[src/rtl/numeric_display_driver.sv]
// numeric_display_driver: 4-digit multiplexed 7-segment scanner with PWM dimming
// and frame-synchronous double-buffered writes.
`default_nettype none

module numeric_display_driver #(
   parameter int unsigned C_SCAN_DIV     = 2500,
   parameter int unsigned C_BLANK_CYCLES = 16
) (
   input  logic        MCLK,
   input  logic        nRST,
   input  logic        EN,
   input  logic [3:0]  BRIGHT,
   input  logic        WR_EN,
   output logic        WR_READY,
   input  logic [15:0] WR_DATA,
   input  logic [3:0]  WR_DP,
   input  logic [1:0]  WR_COLON,
   output logic [13:0] KW4_56NCWB_P_Y_pins,
   output logic        FRAME_DONE
);

   localparam logic [13:0] PINS_OFF   = 14'h30FF;
   localparam logic [15:0] SLOT_LAST  = 16'(C_SCAN_DIV - 1);
   localparam logic [15:0] BLANK_LAST = 16'(C_BLANK_CYCLES - 1);

   typedef enum logic [1:0] {
      IDLE  = 2'd0,
      BLANK = 2'd1,
      DRIVE = 2'd2
   } state_t;

   state_t      state;
   logic [15:0] slot_cnt;
   logic [1:0]  digit;
   logic [3:0]  pwm;
   logic        pending;
   logic [15:0] active_data, shadow_data;
   logic [3:0]  active_dp, shadow_dp;
   logic [1:0]  active_colon, shadow_colon;

   logic        slot_end, frame_end, accept, commit, lit;
   logic [3:0]  nibble;
   logic [6:0]  seg;
   logic [13:0] pins_next;

   assign slot_end  = (state == DRIVE) && (slot_cnt == SLOT_LAST);
   assign frame_end = slot_end && (digit == 2'd3);
   assign accept    = WR_EN && WR_READY;
   // Shadow only reaches the display between frames, or straight away while idle.
   assign commit    = pending && ((EN && frame_end) || (state == IDLE));
   assign lit       = EN && (state == DRIVE) && (pwm <= BRIGHT);

   always_comb begin
      nibble = active_data[3:0];
      case (digit)
         2'd0: nibble = active_data[3:0];
         2'd1: nibble = active_data[7:4];
         2'd2: nibble = active_data[11:8];
         2'd3: nibble = active_data[15:12];
         default: nibble = active_data[3:0];
      endcase
   end

   always_comb begin
      seg = 7'h00;
      case (nibble)
         4'h0: seg = 7'h3F;
         4'h1: seg = 7'h06;
         4'h2: seg = 7'h5B;
         4'h3: seg = 7'h4F;
         4'h4: seg = 7'h66;
         4'h5: seg = 7'h6D;
         4'h6: seg = 7'h7D;
         4'h7: seg = 7'h07;
         4'h8: seg = 7'h7F;
         4'h9: seg = 7'h6F;
         4'hA: seg = 7'h77;
         4'hB: seg = 7'h7C;
         4'hC: seg = 7'h39;
         4'hD: seg = 7'h5E;
         4'hE: seg = 7'h79;
         4'hF: seg = 7'h71;
         default: seg = 7'h00;
      endcase
   end

   always_comb begin
      pins_next = PINS_OFF;
      if (lit) begin
         pins_next = {~active_colon[1], ~active_colon[0], 4'b0001 << digit,
                      ~active_dp[digit], ~seg};
      end
   end

   always_ff @(posedge MCLK or negedge nRST) begin
      if (!nRST) begin
         state               <= IDLE;
         slot_cnt            <= 16'd0;
         digit               <= 2'd0;
         pwm                 <= 4'd0;
         pending             <= 1'b0;
         WR_READY            <= 1'b1;
         active_data         <= 16'd0;
         active_dp           <= 4'd0;
         active_colon        <= 2'd0;
         shadow_data         <= 16'd0;
         shadow_dp           <= 4'd0;
         shadow_colon        <= 2'd0;
         KW4_56NCWB_P_Y_pins <= PINS_OFF;
         FRAME_DONE          <= 1'b0;
      end else begin
         KW4_56NCWB_P_Y_pins <= pins_next;
         FRAME_DONE          <= EN && frame_end;

         if (accept) begin
            shadow_data  <= WR_DATA;
            shadow_dp    <= WR_DP;
            shadow_colon <= WR_COLON;
            pending      <= 1'b1;
            WR_READY     <= 1'b0;
         end
         if (commit) begin
            active_data  <= shadow_data;
            active_dp    <= shadow_dp;
            active_colon <= shadow_colon;
            pending      <= 1'b0;
            WR_READY     <= 1'b1;
         end

         if (!EN) begin
            state    <= IDLE;
            slot_cnt <= 16'd0;
            digit    <= 2'd0;
            pwm      <= 4'd0;
         end else begin
            case (state)
               IDLE: begin
                  state    <= BLANK;
                  slot_cnt <= 16'd0;
                  digit    <= 2'd0;
                  pwm      <= 4'd0;
               end
               BLANK: begin
                  slot_cnt <= slot_cnt + 16'd1;
                  if (slot_cnt == BLANK_LAST) begin
                     state <= DRIVE;
                     pwm   <= 4'd0;
                  end
               end
               DRIVE: begin
                  pwm <= pwm + 4'd1;
                  if (slot_end) begin
                     slot_cnt <= 16'd0;
                     digit    <= digit + 2'd1;
                     state    <= BLANK;
                  end else begin
                     slot_cnt <= slot_cnt + 16'd1;
                  end
               end
               default: state <= IDLE;
            endcase
         end
      end
   end

endmodule

`default_nettype wire

[config.mk]
export PLATFORM = sky130hd
export DESIGN_NAME = numeric_display_driver
export DESIGN_NICKNAME = d
export VERILOG_FILES = /design/src/rtl/numeric_display_driver.sv
export SDC_FILE = /design/constraint.sdc
export NUM_CORES = 1
export LEC_CHECK = 0
export CORE_MARGIN = 8
export CORE_UTILIZATION = 38
export CTS_CLUSTER_DIAMETER = 30
export DETAILED_ROUTE_END_ITERATION = 16
export PLACE_DENSITY = 0.69
export SETUP_SLACK_MARGIN = 0.05
export SKIP_LAST_GASP = 1
export SYNTH_ARGS = -nofsm -noshare
export SYNTH_HDL_FRONTEND = slang
export SYNTH_SLANG_ARGS = --single-unit
[constraint.sdc]
create_clock -name MCLK -period 2.2 [get_ports MCLK]
set_clock_uncertainty 0.05 [all_clocks]
set_input_delay 0.55 -clock MCLK [delete_from_list [all_inputs] [get_ports MCLK]]
set_output_delay 0.55 -clock MCLK [all_outputs]
set_load 0.05 [all_outputs]
==> impl_metrics.yaml <==
synth:
  syn_avg_cell_area_um2: 12.2
  ys_ff_latch: 85
  ys.flop_type: "dfrtp_1"
  mappedNetlistNets: 394
  synth_cell_types: 57
  synth_edf_count: 0
  async_flop_share_pct: 100
  netlist_instances: 345
  yosysWarnings: 0
  synthesis.area_mm2: 0.00420
  synth.yosys.seq_area_share_pct: 50.9
clocking:
  clockBufferDepth: 2
  cts_max_level: 3
  clk_latency_ns: 0.36
  cts_tree: "yes"
  cts_root_buf: "clkbuf_8"
  cts_buffers: 9
  clk_pin_slew_ns: 0.09
  cts.sinks: 85
hold_path:
  hp-class: "flip-flop to flip-flop"
  hold_depth: 1
  hp-start: "active_colon[1]"
  hold_end: "KW4_56NCWB_P_Y_pins[13]"
pwr:
  ir_drop_uv: 530
  p_per_area_mw_per_mm2: 984
  p_leak_nw: 2.43
global_routing:
  grt_pass1_vias: 2990
  grt_first_pass_wirelength_um: 14700
  antenna_found_initial: 0
  grt_use_total_pct: 12.5
  grt_max_degree: 48
  gr-total-overflow: 0
place:
  dp_hpwl_um: 6280
  dp_slack_ns: -0.278
  place_inst: 547
  gp_congestion: 0.847
  portBuffers: 45
drt:
  highest_layer: "met4"
  drtAntennaViolNets: 0
  met2RoutedLength_um: 4070
  routed_wirelength_um: 8700
  vias: 2903
  wire_per_inst_um: 15.3
  drt_iter0_drc: 139
  drc: 0
  via_per_inst: 5.10
  dr.pass1.iters: 5
  wl_met3_um: 332
  wl_met1_um: 4150
timing:
  maxSlewViolCount: 0
  timing.slew.headroom_pct: 65.8
  final-setup-viol-count: 0
  setup_ws_ns: 0.106
  hold_viol: 0
  worst_slew_pin_slew_ns: 0.512
  rsz0062_at_grt: "yes"
  timing.fmax_mhz: 478
  fin_crit_ns: 2.09
  period_share_pct: 95.2
critical_path:
  crit_family: "buffers and inverters"
  critPathMaxStageDelay_ns: 0.79
  reg2reg_slack_ns: 0.12
  crit_type: "flip-flop to output port"
  cp_cell_sequence: "clkdlybuf4s50_1"
  endpoint_kind: "output port"
  start_kind: "flip-flop"
  critical_path_required_ns: 1.60
  cp_max_fo: 1
  reg2reg_from: "digit[0]"
  path_buf_inv: 1
  cp.arrival_ns: 1.49
  reg2reg_to: "KW4_56NCWB_P_Y_pins[3]"
  critPathSlowestCell: "clkdlybuf4s50_1"
  crit_start: "KW4_56NCWB_P_Y_pins[9]"
  reg2regPathDepth: 8
floorplan:
  fp.dieW_um: 121
  die_area_mm2: 0.0147
  die_h_um: 121
  start_util_pct: 38.8
  core_mm2: 0.0108
  io_pins: 46
  rows: 38
cells_and_area:
  antenna_cells: 0
  layout_common_cells: "dfrtp_1 (72), buf_4 (40), clkdlybuf4s50_1 (30)"
  fin_util_pct: 48.9
  layout_commonest_cell: "dfrtp_1"
  stdcell_count: 569
  drive_gt1_share_pct: 35.4
  syn_to_final_growth_pct: 26.0
  finalNetCount: 473
run:
  max_cap_viol_count: 0
status:
  status: "completed"
## stage by stage
stage | cell area (um^2) | hold WS (ns) | power, mW | TNS (ns)
after floorplan | 4200 | 0.204 | 3.59 | 0
after global placement | 4990 | 0.341 | 4.05 | -2.17
after detailed placement | 4990 | 0.354 | 4.13 | -3.00
after CTS | 5210 | 0.360 | 5.23 | 0
after global routing | 5300 | 0.389 | 5.55 | 0
final | 5300 | 0.363 | 5.21 | 0
## cells by family (layout without fill, tap and decap cells)
group,after synthesis,after routing,share of synthesized area (%)
adder cells (fa/ha/maj),19,19,5.66
multiplexers,53,53,16.0
AND/OR/NAND/NOR,88,88,12.2
XOR/XNOR,4,4,0.834
flip-flops,85,85,50.9
buffers and inverters,32,116,3.51
AO/OA/AOI/OAI,64,64,10.9
## cells in the mapped netlist, types with 5 or more instances
library cell | n | area (um^2)
dfrtp_1 | 74 | 1850
mux2_2 | 27 | 304
nand2_1 | 25 | 93.8
inv_1 | 22 | 82.6
ha_1 | 19 | 238
mux2_4 | 19 | 285
a21oi_1 | 16 | 80.1
nand3_1 | 14 | 70.1
dfstp_2 | 11 | 289
o21ai_0 | 11 | 55.1
nor2_1 | 10 | 37.5
and2_1 | 8 | 50.1
mux2i_1 | 6 | 60.1
nand4_1 | 5 | 31.3
## metal layers
metal	vias up	track usage, %
met2	61	19.1
met3	12	3.72
met5	-	0
li1	1406	-
met4	0	4.93
met1	1424	16.3
## what timing repair did
action / 4_1_cts / 5_1_grt
hold endpoints to repair: 13 / 0
gates resized for setup: 4 / 22
endpoints found under the setup margin: 7 / 17
pin swaps: 2 / 3
hold buffers: 1 / 0
buffers inserted: 2 / 3
## worst max path at each step
stage / endpoint / slack, ns / cells past startpoint
after floorplan: KW4_56NCWB_P_Y_pins[0] / 0.09 / 7
after global placement: KW4_56NCWB_P_Y_pins[0] / -0.21 / 8
after detailed placement: KW4_56NCWB_P_Y_pins[0] / -0.28 / 8
after CTS: KW4_56NCWB_P_Y_pins[8] / 0.05 / 1
after global routing: KW4_56NCWB_P_Y_pins[1] / 0.04 / 8
final: KW4_56NCWB_P_Y_pins[9] / 0.11 / 1
## cell type report
| type | count | area (um^2) |
|---|---|---|
| well taps | 140 | 175 |
| flip-flops and latches | 85 | 2140 |
| clock inverters | 6 | 53.8 |
| repair buffers | 78 | 728 |
| fillers | 976 | 5540 |
| inverters | 22 | 82.6 |
| clock buffers | 10 | 138 |
| multi-input cells | 228 | 1980 |
## flip-flops by register name, summed over array words and instances, names as in the netlist
signal,cells
FRAME_DONE,1
KW4_56NCWB_P_Y_pins,14
WR_READY,1
active_colon,2
active_data,16
active_dp,4
digit,2
pending,1
pwm,4
shadow_colon,2
shadow_data,16
shadow_dp,4
slot_cnt,16
state,2
## power breakdown
part	switching (mW)	total, mW	internal [mW]
sequential	0.267	2.29	2.03
clock	0.609	1.07	0.461
combinational	0.852	1.85	0.997
Power figures use the tool's default switching activity.
